==> src/rtl/slide_pattern_ctrl.sv <==
`default_nettype none
// ============================================================================
// Module   : slide_pattern_ctrl
// Brief    : Single moving-dot LED sequencer with prescaler and start/stop/step
//            control. Optional macro SLIDE_SIM_FAST_EN selects the short
//            SIM_COUNT tick period for simulation.
// Revision : 1.0 - initial release
// ============================================================================
module slide_pattern_ctrl #(
    parameter int                WIDTH      = 16,
    parameter int                CNT_W      = 26,
    parameter logic [CNT_W-1:0]  BASE_COUNT = 26'h3FFFFFF,
    parameter int                SIM_COUNT  = 16
) (
    input  logic             clk,
    input  logic             rst,
    input  logic             start,
    input  logic             stop,
    input  logic             step,
    input  logic [1:0]       mode,
    input  logic [1:0]       speed,
    output logic [WIDTH-1:0] dataOut,
    output logic             busy,
    output logic             wrap
);

    localparam logic [1:0] c_idle  = 2'd0;
    localparam logic [1:0] c_run   = 2'd1;
    localparam logic [1:0] c_pause = 2'd2;

    localparam logic c_dir_right = 1'b0;
    localparam logic c_dir_left  = 1'b1;

    localparam logic [WIDTH-1:0] c_msb      = {1'b1, {(WIDTH-1){1'b0}}};
    localparam logic [WIDTH-1:0] c_lsb      = {{(WIDTH-1){1'b0}}, 1'b1};
    localparam logic [WIDTH-1:0] c_msb_next = c_msb >> 1;
    localparam logic [WIDTH-1:0] c_lsb_next = c_lsb << 1;

`ifdef SLIDE_SIM_FAST_EN
    localparam logic c_fast = 1'b1;
`else
    localparam logic c_fast = 1'b0;
`endif
    localparam logic [CNT_W-1:0] c_base = c_fast ? CNT_W'(SIM_COUNT) : BASE_COUNT;

    logic [1:0]       state_q,   state_d;
    logic [WIDTH-1:0] data_q,    data_d;
    logic             dir_q,     dir_d;
    logic [CNT_W-1:0] counter_q, counter_d;
    logic [1:0]       mode_q,    mode_d;
    logic [1:0]       speed_q,   speed_d;
    logic             busy_q,    busy_d;
    logic             wrap_q,    wrap_d;

    logic [CNT_W-1:0] w_scaled;
    logic [CNT_W-1:0] w_last;
    logic             w_tick;

    logic [WIDTH-1:0] w_adv_data;
    logic             w_adv_dir;
    logic             w_adv_wrap;
    logic             w_adv_end;

    // Period is BASE >> (2*speed), floored at one clock.
    assign w_scaled = c_base >> {speed_q, 1'b0};
    assign w_last   = (w_scaled == '0) ? '0 : (w_scaled - CNT_W'(1));
    assign w_tick   = (state_q == c_run) && (counter_q == w_last);

    always_comb begin
        w_adv_data = data_q;
        w_adv_dir  = dir_q;
        w_adv_wrap = 1'b0;
        w_adv_end  = 1'b0;
        case (mode_q)
            2'd0: begin
                if (data_q == c_lsb) begin
                    w_adv_data = c_msb;
                    w_adv_wrap = 1'b1;
                end else begin
                    w_adv_data = data_q >> 1;
                end
            end
            2'd1: begin
                if (data_q == c_msb) begin
                    w_adv_data = c_lsb;
                    w_adv_wrap = 1'b1;
                end else begin
                    w_adv_data = data_q << 1;
                end
            end
            2'd2: begin
                // Ends reverse direction regardless of the current dir.
                if (data_q == c_lsb) begin
                    w_adv_data = c_lsb_next;
                    w_adv_dir  = c_dir_left;
                    w_adv_wrap = 1'b1;
                end else if (data_q == c_msb) begin
                    w_adv_data = c_msb_next;
                    w_adv_dir  = c_dir_right;
                    w_adv_wrap = 1'b1;
                end else if (dir_q == c_dir_left) begin
                    w_adv_data = data_q << 1;
                end else begin
                    w_adv_data = data_q >> 1;
                end
            end
            default: begin
                if (data_q == c_lsb) begin
                    w_adv_data = c_msb;
                    w_adv_dir  = c_dir_right;
                    w_adv_wrap = 1'b1;
                    w_adv_end  = 1'b1;
                end else begin
                    w_adv_data = data_q >> 1;
                end
            end
        endcase
    end

    always_comb begin
        state_d   = state_q;
        data_d    = data_q;
        dir_d     = dir_q;
        counter_d = '0;
        mode_d    = mode_q;
        speed_d   = speed_q;
        wrap_d    = 1'b0;
        case (state_q)
            c_idle: begin
                data_d = c_msb;
                dir_d  = c_dir_right;
                if (start) begin
                    state_d = c_run;
                    mode_d  = mode;
                    speed_d = speed;
                end
            end
            c_run: begin
                // A stop on a tick cycle pauses without advancing.
                if (stop) begin
                    state_d = c_pause;
                end else if (w_tick) begin
                    data_d = w_adv_data;
                    dir_d  = w_adv_dir;
                    wrap_d = w_adv_wrap;
                    if (w_adv_end) begin
                        state_d = c_idle;
                    end
                end else begin
                    counter_d = counter_q + CNT_W'(1);
                end
            end
            c_pause: begin
                if (stop) begin
                    state_d = c_idle;
                    data_d  = c_msb;
                    dir_d   = c_dir_right;
                end else if (start) begin
                    state_d = c_run;
                    mode_d  = mode;
                    speed_d = speed;
                end else if (step) begin
                    data_d = w_adv_data;
                    dir_d  = w_adv_dir;
                    wrap_d = w_adv_wrap;
                    if (w_adv_end) begin
                        state_d = c_idle;
                    end
                end
            end
            default: begin
                state_d = c_idle;
                data_d  = c_msb;
                dir_d   = c_dir_right;
            end
        endcase
        busy_d = (state_d != c_idle);
    end

    always_ff @(posedge clk or negedge rst) begin
        if (!rst) begin
            state_q   <= c_idle;
            data_q    <= c_msb;
            dir_q     <= c_dir_right;
            counter_q <= '0;
            mode_q    <= 2'd0;
            speed_q   <= 2'd0;
            busy_q    <= 1'b0;
            wrap_q    <= 1'b0;
        end else begin
            state_q   <= state_d;
            data_q    <= data_d;
            dir_q     <= dir_d;
            counter_q <= counter_d;
            mode_q    <= mode_d;
            speed_q   <= speed_d;
            busy_q    <= busy_d;
            wrap_q    <= wrap_d;
        end
    end

    assign dataOut = data_q;
    assign busy    = busy_q;
    assign wrap    = wrap_q;

endmodule
`default_nettype wire

==> config.mk <==
export PLATFORM = sky130hd
export DESIGN_NAME = slide_pattern_ctrl
export DESIGN_NICKNAME = d
export VERILOG_FILES = /design/src/rtl/slide_pattern_ctrl.sv
export SDC_FILE = /design/constraint.sdc
export NUM_CORES = 1
export LEC_CHECK = 0
export ABC_AREA = 1
export BUFFER_PORTS_ARGS = -buffer_cell sky130_fd_sc_hd__buf_2
export CAP_MARGIN = 20
export CORE_UTILIZATION = 45
export CTS_CLUSTER_DIAMETER = 60
export CTS_CLUSTER_SIZE = 16
export DETAILED_ROUTE_END_ITERATION = 8
export GPL_ROUTABILITY_DRIVEN = 0
export GPL_TIMING_DRIVEN = 1
export PLACE_DENSITY_LB_ADDON = 0.25
export RECOVER_POWER = 50
export SLEW_MARGIN = 20
export SYNTH_ARGS = -nofsm -noshare
export SYNTH_HDL_FRONTEND = slang
export SYNTH_SLANG_ARGS = --single-unit
==> constraint.sdc <==
create_clock -name clk -period 2 [get_ports clk]
set_clock_uncertainty 0.05 [all_clocks]
set_input_delay 0.1 -clock clk [delete_from_list [all_inputs] [get_ports clk]]
set_output_delay 0.1 -clock clk [all_outputs]
set_load 0.005 [all_outputs]
Yosys cells after proc, flatten, opt, wreduce, memory -nomap -nowiden
Cells that the tools add are included.
- output and inout bits: 18
- memory bits (writable): 0
- memories: 0
- bits in latches: 0
- flip-flop bits (word level): 51
- bits in read-only memories: 0
- eq/ne operators: 12
- shift operators: 1
- add/sub/neg operators: 2
- bitwise gates (word level): 0
- multiply operators: 0
- reductions and logical operators: 10
- multiplexer cells: 51
- $lt $le $gt $ge: 0
- divide/modulo/power cells: 0
- operators with widths (operator ; number):
    16-bit 2-to-1 mux ; 10
    26-bit 2-to-1 mux ; 4
    16-bit one-hot mux with 2 select lines ; 2
    26-bit by 1-bit adder with 26-bit output (second input constant) ; 1
    26-bit == test ; 1
    26-bit logical NOT ; 1
    26-bit by 3-bit right shift with 26-bit output (first input constant) ; 1
    26-bit by 1-bit subtractor with 26-bit output (second input constant) ; 1
    2-bit 2-to-1 mux ; 11
    1-bit 2-to-1 mux ; 17
    16-bit by 1-bit == test with 1-bit output (second input constant) ; 1
    16-bit == test (second input constant) ; 1
    1-bit one-hot mux with 2 select lines ; 4
    2-bit one-hot mux with 2 select lines ; 2
    2-bit != test (second input constant) ; 3
    3-bit != test (second input constant) ; 2
    2-bit one-hot mux with 3 select lines ; 1
    2-bit by 1-bit == test with 1-bit output (second input constant) ; 2
    2-bit == test (second input constant) ; 2
    2-bit logical NOT ; 2
    4-bit AND reduction ; 1
    2-bit nonzero test ; 2
    3-bit OR reduction ; 1
    2-bit AND reduction ; 1
    other kinds (2) ; 2

Longest topological paths before layout
Gate-level depths: netlist (run 1).
- word-level depth: 9
- gate-level depth with buffers: 13
- mapped depth without buffers: 13

Worst setup path after synthesis (run 1)
No wires, ideal clock.
- kind: reg2reg
- start point: reg mode_q[0]
- end point: reg data_q[12] (netlist: dataOut[12])
- arrival time: 1.704 ns
- setup time: 0.074 ns
- slack: 0.172 ns
- stages on the path, launching flop included: 10
- cell sequence: dfrtp_1 inv_1 ha_1 buf_2 clkinv_1 buf_1 a21oi_1 a221oi_1 nand2_1 o21ai_2
- word-level cells in the longest chain between the ends: 6
- elaborated cells on any way between the ends: 9
- ends and longest elaborated chain (element ; RTL line ; source):
    start: declaration ; 50 ; logic [1:0] mode_q, mode_d;
    start signal: assignment ; 195 ; mode_q <= mode_d;
    2-bit == test / 2-bit by 1-bit == test with 1-bit output (equally long branches) ; 74 ; case (mode_q)
    16-bit one-hot mux with 2 select lines (*) ; 74 ;
    16-bit 2-to-1 mux ; 162 ; end else if (step) begin
    16-bit 2-to-1 mux ; 158 ; end else if (start) begin
    16-bit 2-to-1 mux ; 154 ; if (stop) begin
    16-bit one-hot mux with 2 select lines (*) ; 128 ; case (state_q)
    end signal: assignment ; 183 ; data_q <= c_msb;
    end signal: assignment ; 192 ; data_q <= data_d;
    end: declaration ; 47 ; logic [WIDTH-1:0] data_q, data_d;
Mark *: on every way between the ends. The rest lies on a longest branch, timed or not. The select of a mux whose other input is x is not followed.
A chain may end at the register's enable or synchronous reset.

Worst setup path after layout (run 1)
- start point: reg counter_q[0]
- end point: reg data_q[5] (netlist: dataOut[5])
- word-level cells in the longest chain between the ends: 4
- ends and longest elaborated chain (element ; RTL line ; source):
    start: declaration ; 49 ; logic [CNT_W-1:0] counter_q, counter_d;
    start signal: assignment ; 194 ; counter_q <= counter_d;
    26-bit == test ; 67 ; assign w_tick = (state_q == c_run) && (counter_q == w_last);
    1-bit logical AND ; 67 ;
    2-bit != test (no source line) ; n/a ;
    4-bit AND reduction (no source line) ; n/a ;
Every way passes these cells.

==> summary.log, run 1 <==
qor: status.outcome complete, no violations
qor: logic_synthesis.ys_warn_count 0
qor: grt.grt_util_met1 28.3%
qor: critical_path.regToRegEndpoint dataOut[5]
qor: placed_design.dp_hpwl 6.17 mm
qor: finish.finish.net_count 529
qor: sta.timing_max_transition_violations_final 0
qor: floorplanning.core_area 7330 um^2
qor: logic_synthesis.synth_sequential_area_ratio 37.2%
qor: floorplanning.floorplan.initialDensity 46.9%
qor: logic_synthesis.number_of_synthesized_flops_with_an_enable_pin 0
qor: logic_synthesis.postSynthRegisterBits 51
qor: grt.groute.layer.met2.usage 38.0%
qor: logic_synthesis.ys_dominant_reg_cell sky130_fd_sc_hd__dfrtp_1
qor: clock_network.numCtsBuffers 5
qor: clock_network.clk_pin_slew 0.10 ns
qor: logic_synthesis.library_cell_with_the_largest_summed_area_after_synthesis sky130_fd_sc_hd__dfrtp_1
qor: critical_path.worst_setup_path_startpoint counter_q[0]
qor: route.remaining_drc_errors 0
qor: critical_path.crit-reg2reg-launch counter_q[0]
qor: route.routedWlPerCell 14.1 um
qor: sta.hold_viol_final 0
qor: critical_path.crit_chain inv_1 -> ha_2 -> nand2_1 -> nor2_2 -> nand2_2 -> nor2_4 -> nand3b_4 -> a21boi_4 -> buf_12 -> clkbuf_16 -> o21ai_2
qor: worst_hold_path.min_path_type in -> reg
qor: finish.drive_gt1_share 16.2%
qor: grt.grt_usage 21.9%
qor: grt.overflow 0
qor: clock_network.worst_skew_pair.late_latency 0.32 ns
qor: finish.layout_area_growth_over_synthesis 15.9%
qor: sta.worst-slew-pin-transition 1.39 ns
qor: floorplanning.width_of_the_die 89.4 um
qor: sta.max_freq 542 MHz
qor: grt.largest_net_degree_at_the_start_of_global_routing 29
qor: logic_synthesis.mappedNetlistArea 3440 um^2
qor: critical_path.category_of_the_critical_setup_timing_path reg -> reg
qor: critical_path.startpoint_type flop
qor: placed_design.post-place-cells 593
qor: logic_synthesis.postSynth.asyncResetShare 100%
qor: sta.final_period_minus_worst_setup_slack 1.85 ns
qor: route.first_pass_detailed_route_iteration_total 5
qor: logic_synthesis.netlist-cell-type-count 36
qor: grt.global_route.peak_usage_layer met2
qor: grt.antenna_found_initial 0
qor: critical_path.worstPathMaxFanout 8
qor: sta.fin_crit_sh 92.3%
qor: clock_network.h-tree-depth 2
qor: grt.grt.met3_usage 3.32%
qor: sta.timing.setup.tns 0 ns
qor: clock_network.cts_num_sinks 51
qor: finish.antenna_cells 0
qor: route.route.antenna.remaining_nets 0
qor: finish.final_area 3990 um^2
qor: finish.post_layout_util 54.4%
qor: route.wirelength 8.58 mm
qor: pwr.finalPower 5.17 mW
qor: floorplanning.die-area 7990 um^2
qor: sta.relSlewSlack 7.53%
qor: logic_synthesis.synth.avg_cell_area 7.28 um^2
qor: sta.finalSetupViolCount 0
qor: logic_synthesis.yosys-top-cells-area sky130_fd_sc_hd__dfrtp_1 36%, sky130_fd_sc_hd__nand2_1 11%, sky130_fd_sc_hd__nor2_1 6.8%
qor: critical_path.worst_reg2reg_setup_slack 0.15 ns
qor: pwr.peakVddDrop 0.487 mV
qor: logic_synthesis.synth_top_area_share 36.4%
qor: route.detail_route.vias_per_cell 5.45
qor: floorplanning.io-pin-count 27
qor: pwr.total_power_divided_by_cell_area 1300 nW/um^2
qor: clock_network.clockRootBuffer sky130_fd_sc_hd__clkbuf_8
qor: route.drt_iter0_markers 261
qor: grt.grt_pass1_vias 2938
qor: logic_synthesis.syn_nets 491
qor: logic_synthesis.syn_inst 472
qor: critical_path.worst_ep_arrival_time 2.00 ns
qor: critical_path.r2r.worst_path.cells 11
qor: finish.layout.cells.non_filler 610
qor: grt.first_pass_grt_wire_length 13.5 mm
qor: pwr.leakagePower 1.76 nW
qor: clock_network.ctsLongestPathBuffers 2
qor: floorplanning.fp_rows 31
qor: placed_design.placed_cell_area 3740 um^2
qor: placed_design.placement.io_buffers 26
qor: clock_network.tritoncts built
qor: critical_path.crit_path_max_incr_delay 0.42 ns
qor: critical_path.worst_ep_required_time 2.15 ns
qor: critical_path.crit_end_category flop
qor: floorplanning.floorplan.die.height 89.4 um
qor: route.routed-via-count 3324
qor: run.max_cap_viol_count 0
qor: critical_path.critical-path-slowest-cell sky130_fd_sc_hd__dfrtp_1
qor: critical_path.crit_end dataOut[5]
## how the worst min path moves through the flow
| stage | start | end | depth (start not counted) |
|---|---|---|---|
| final | stop | counter_q[10] | 2 |
| after floorplan | rst | busy | 0 |
| after detailed placement | rst | dataOut[11] | 1 |
| after CTS | stop | counter_q[10] | 2 |
| after global placement | rst | dataOut[11] | 1 |
| after global routing | stop | counter_q[9] | 2 |
## cell usage in the layout (no fill, tap or decap), types with 5 or more instances in the layout
master | netlist | layout
sky130_fd_sc_hd__nand3_1 | 26 | 26
sky130_fd_sc_hd__nor2_1 | 62 | 60
sky130_fd_sc_hd__xor2_1 | 5 | 5
sky130_fd_sc_hd__a21oi_1 | 31 | 31
sky130_fd_sc_hd__nor3_1 | 23 | 23
sky130_fd_sc_hd__dfrtp_1 | 50 | 50
sky130_fd_sc_hd__buf_12 | 0 | 5
sky130_fd_sc_hd__clkbuf_8 | 0 | 5
sky130_fd_sc_hd__inv_1 | 53 | 52
sky130_fd_sc_hd__a221oi_1 | 10 | 10
sky130_fd_sc_hd__dlygate4sd3_1 | 0 | 5
sky130_fd_sc_hd__buf_4 | 2 | 11
sky130_fd_sc_hd__o211ai_1 | 15 | 15
sky130_fd_sc_hd__o21ai_0 | 15 | 15
sky130_fd_sc_hd__o21ai_2 | 15 | 15
sky130_fd_sc_hd__clkbuf_1 | 6 | 5
sky130_fd_sc_hd__nand4_1 | 8 | 8
sky130_fd_sc_hd__ha_1 | 10 | 9
sky130_fd_sc_hd__buf_2 | 5 | 21
sky130_fd_sc_hd__nand2_1 | 103 | 101
## what timing repair did
item                                   4_1_cts  5_1_grt
setup endpoints to repair                    0       40
setup buffers                                0        2
resized for setup                            0        9
endpoints found under the hold margin       27        0
hold buffers                                 5        0
## synth_stat cells (all sizes together) (2+ instances only)
master	n
nor4	2
o21ai	30
a21oi	31
inv	54
nor2	67
nand3b	2
xnor2	2
clkbuf	6
ha	10
nor3	24
dfrtp	50
nand3	29
nor3b	4
xor2	5
nand2	105
o211ai	15
buf	12
a221oi	10
nand4	8
## routing by layer
layer	vias to the layer above	routed length, um
met2	95	4270
met1	1560	3780
met5	-	0
met4	0	140
met3	17	391
li1	1652	-
## where the power goes
part           leakage [nW]  internal (mW)  switching [mW]  total [mW]
Combinational          1.03           1.20            1.84        3.04
Sequential            0.689           1.24           0.260        1.50
Clock                0.0402          0.245           0.383       0.628
Total                  1.76           2.69            2.48        5.17
## sequential cells by signal, indices dropped and copies added (netlist names)
| register | cells |
|---|---|
| busy | 1 |
| counter_q | 26 |
| dataOut | 16 |
| dir_q | 1 |
| mode_q | 2 |
| speed_q | 2 |
| state_q | 2 |
| wrap | 1 |
## metrics by stage
step / setup slack [ns] / hold slack (ns)
finish: 0.153 / 0.0298
floorplan: 0.172 / -0.246
global placement: 0.185 / 0.0719
CTS: 0.134 / 0.0258
detailed placement: 0.144 / 0.0915
global route: -0.00788 / 0.0435
## layout make-up
class	instances	area, um^2
multi-input cells	348	1880
fillers	700	3350
inverters	55	206
well taps	99	124
flip-flops and latches	51	1280
repair buffers	49	407
clock buffers	5	68.8
clock inverters	3	20.0
## critical path, delay by kind of cell, from the launching register on
| kind | cells | cell delay (ns) |
|---|---|---|
| compound gates | 2 | 0.24 |
| fa+ha+maj | 1 | 0.17 |
| buf+inv | 3 | 0.38 |
| simple gates | 5 | 0.48 |
| flops | 1 | 0.42 |
## kinds of logic after synthesis
logic type / synth area share, %
flops: 37.2
simple gates: 31.1
compound gates: 17.2
buf+inv: 9.02
xor+xnor: 1.78
fa+ha+maj: 3.64
Note: power is estimated with default switching activity, not from simulation.
==> inputs of run 2 (changes only) <==
--- a/config.mk
+++ b/config.mk
@@ -8,7 +8,7 @@
 export ABC_AREA = 1
 export BUFFER_PORTS_ARGS = -buffer_cell sky130_fd_sc_hd__buf_2
 export CAP_MARGIN = 20
-export CORE_UTILIZATION = 45
+export CORE_UTILIZATION = 25
 export CTS_CLUSTER_DIAMETER = 60
 export CTS_CLUSTER_SIZE = 16
 export DETAILED_ROUTE_END_ITERATION = 8
==> run 2 against run 1 <==
Global-route usage is 8.3 points lower. Cell count is 13% higher. Critical path depth is 1 lower. Sequential share of layout area is 1.2 points lower. Wire length is 8.4% higher. First-iteration DRC count is 35% lower.
==> summary.log, run 2 (synthesized netlist as in run 1, its figures left out) <==
qor: floorplanning.fp_rows 42
qor: route.drt_iter0_markers 170
qor: critical_path.crit_chain inv_1 -> ha_1 -> nand2_1 -> nor2_1 -> a21oi_1 -> a21boi_4 -> buf_12 -> clkbuf_16 -> nand2_1 -> o21ai_2
qor: route.routed-via-count 3254
qor: grt.overflow 0
qor: route.wirelength 9.30 mm
qor: floorplanning.io-pin-count 27
qor: sta.fin_crit_sh 91.3%
qor: finish.mostFrequentLayoutCells 103 x sky130_fd_sc_hd__nand2_1, 62 x sky130_fd_sc_hd__nor2_1, 53 x sky130_fd_sc_hd__inv_1
qor: sta.timing_max_transition_violations_final 0
qor: critical_path.crit_path_max_incr_delay 0.42 ns
qor: critical_path.category_of_the_critical_setup_timing_path reg -> reg
qor: grt.first_pass_grt_wire_length 15.4 mm
qor: sta.worst-slew-pin-transition 0.765 ns
qor: critical_path.critical-path-slowest-cell sky130_fd_sc_hd__dfrtp_1
qor: clock_network.numCtsBuffers 5
qor: critical_path.critical_path.most_common_cell sky130_fd_sc_hd__nand2_1
qor: sta.final_period_minus_worst_setup_slack 1.83 ns
qor: clock_network.tritoncts built
qor: floorplanning.width_of_the_die 119 um
qor: grt.grt_usage 13.6%
qor: run.max_cap_viol_count 0
qor: worst_hold_path.min_path_type in -> reg
qor: sta.max_freq 547 MHz
qor: finish.largest_register_ff_count 26
qor: clock_network.clockRootBuffer sky130_fd_sc_hd__clkbuf_16
qor: finish.final_area 4140 um^2
qor: floorplanning.floorplan.die.height 119 um
qor: finish.drive_gt1_share 15.7%
qor: clock_network.cts_num_sinks 51
qor: route.routedWlPerCell 13.5 um
qor: grt.largest_net_degree_at_the_start_of_global_routing 32
qor: pwr.leakagePower 1.80 nW
qor: sta.hold_slack 0.0171 ns
qor: grt.antenna_found_initial 0
qor: pwr.total_power_divided_by_cell_area 1340 nW/um^2
qor: floorplanning.core_area 13300 um^2
qor: clock_network.ctsLongestPathBuffers 2
qor: critical_path.worst_ep_required_time 2.15 ns
qor: critical_path.crit_end_category flop
qor: route.detail_route.vias_per_cell 4.71
qor: placed_design.placement.io_buffers 26
qor: sta.hold_viol_final 0
qor: route.remaining_drc_errors 0
qor: finish.top_register counter_q
qor: finish.layout_area_growth_over_synthesis 20.5%
qor: finish.fillers 1460
qor: critical_path.worstPathMaxFanout 8
qor: placed_design.dp_hpwl 6.76 mm
qor: route.first_pass_detailed_route_iteration_total 4
qor: grt.grt_pass1_vias 3163
qor: pwr.peakVddDrop 0.440 mV
qor: finish.antenna_cells 0
qor: status.outcome complete, no violations
qor: clock_network.h-tree-depth 2
qor: clock_network.worst_skew_pair.late_latency 0.30 ns
qor: clock_network.clk_pin_slew 0.07 ns
qor: floorplanning.floorplan.initialDensity 25.8%
qor: sta.finalSetupViolCount 0
qor: finish.finish.net_count 533
qor: route.route.antenna.remaining_nets 0
qor: finish.most_common_cell_after_layout_fill_and_taps_aside sky130_fd_sc_hd__nand2_1
qor: sta.layout_setup_ws 0.173 ns
qor: critical_path.startpoint_type flop
qor: floorplanning.die-area 14200 um^2
qor: placed_design.dp_worst_setup_slack 0.159 ns
qor: sta.relSlewSlack 49.0%
qor: critical_path.worst_ep_arrival_time 1.97 ns
qor: placed_design.placed_cell_area 3870 um^2
run 2: changes by cell type in the layout (fill, tap and decap cells not counted), sizes merged:
cell	previous run	this run
clkinvlp	2	1
inv	54	56
clkinv	2	1
dlygate4sd3	5	3
buf	37	41
clkbuf	12	14
run 2: critical path: cells and delay by family, from the launching register on:
family / cells / cell delay, ns
adders and majority gates: 1 / 0.21
AOI/OAI and AO/OA: 3 / 0.28
DFF: 1 / 0.42
buffers and inverters: 3 / 0.42
and+or+nand+nor: 3 / 0.34
run 2: repair_timing:
action / in CTS / in global routing
gates resized for setup: 0 / 4
hold buffers: 3 / 0
setup buffers: 0 / 1
setup endpoints to repair: 0 / 10
endpoints found under the hold margin: 27 / 0
run 2: final cells by class:
type | instances | area, um^2 | area share, %
clock buffers | 5 | 125 | 3.02
inverters | 55 | 210 | 5.08
multi-input cells | 348 | 1870 | 45.1
repair buffers | 53 | 413 | 9.97
well taps | 176 | 220 | 5.32
flip-flops and latches | 51 | 1280 | 30.8
clock inverters | 3 | 26.3 | 0.634
run 2: worst paths after layout:
kind / to / depth (start not counted) / start / slack (ns)
max in group asynchronous: speed_q[1] / 3 / rst / 0.43
max: dataOut[11] / 10 / state_q[0] / 0.17
min: mode_q[0] / 3 / mode[0] / 0.02
min reg2reg: counter_q[0] / 1 / counter_q[0] / 0.44
max reg2reg: dataOut[11] / 10 / state_q[0] / 0.17
min in group asynchronous: dataOut[8] / 2 / rst / 0.33
run 2: stage by stage:
| stage | TNS, ns | utilization, % | power (mW) | cells |
|---|---|---|---|---|
| 2_1_floorplan | 0 | - | 3.45 | 472 |
| 3_3_place_gp | 0 | 29.0 | 4.34 | 676 |
| 3_5_place_dp | 0 | 29.0 | 4.36 | 676 |
| 4_1_cts | 0 | 30.4 | 5.31 | 687 |
| 5_1_grt | -0.00190 | 31.0 | 6.05 | 691 |
| 6_report | 0 | 31.0 | 5.54 | 691 |
run 2: power breakdown:
part	total, mW	switching [mW]	internal (mW)	leakage (nW)
combinational	3.14	1.89	1.25	1.04
clock	0.909	0.433	0.476	0.0748
sequential	1.50	0.262	1.24	0.688
run 2: layer usage:
| layer | share of wire, % | GRT usage (%) |
|---|---|---|
| met4 | 1.4 | 5.22 |
| met2 | 47 | 22.1 |
| met3 | 3.3 | 2.39 |
| met5 | 0 | 0 |
| met1 | 49 | 18.0 |
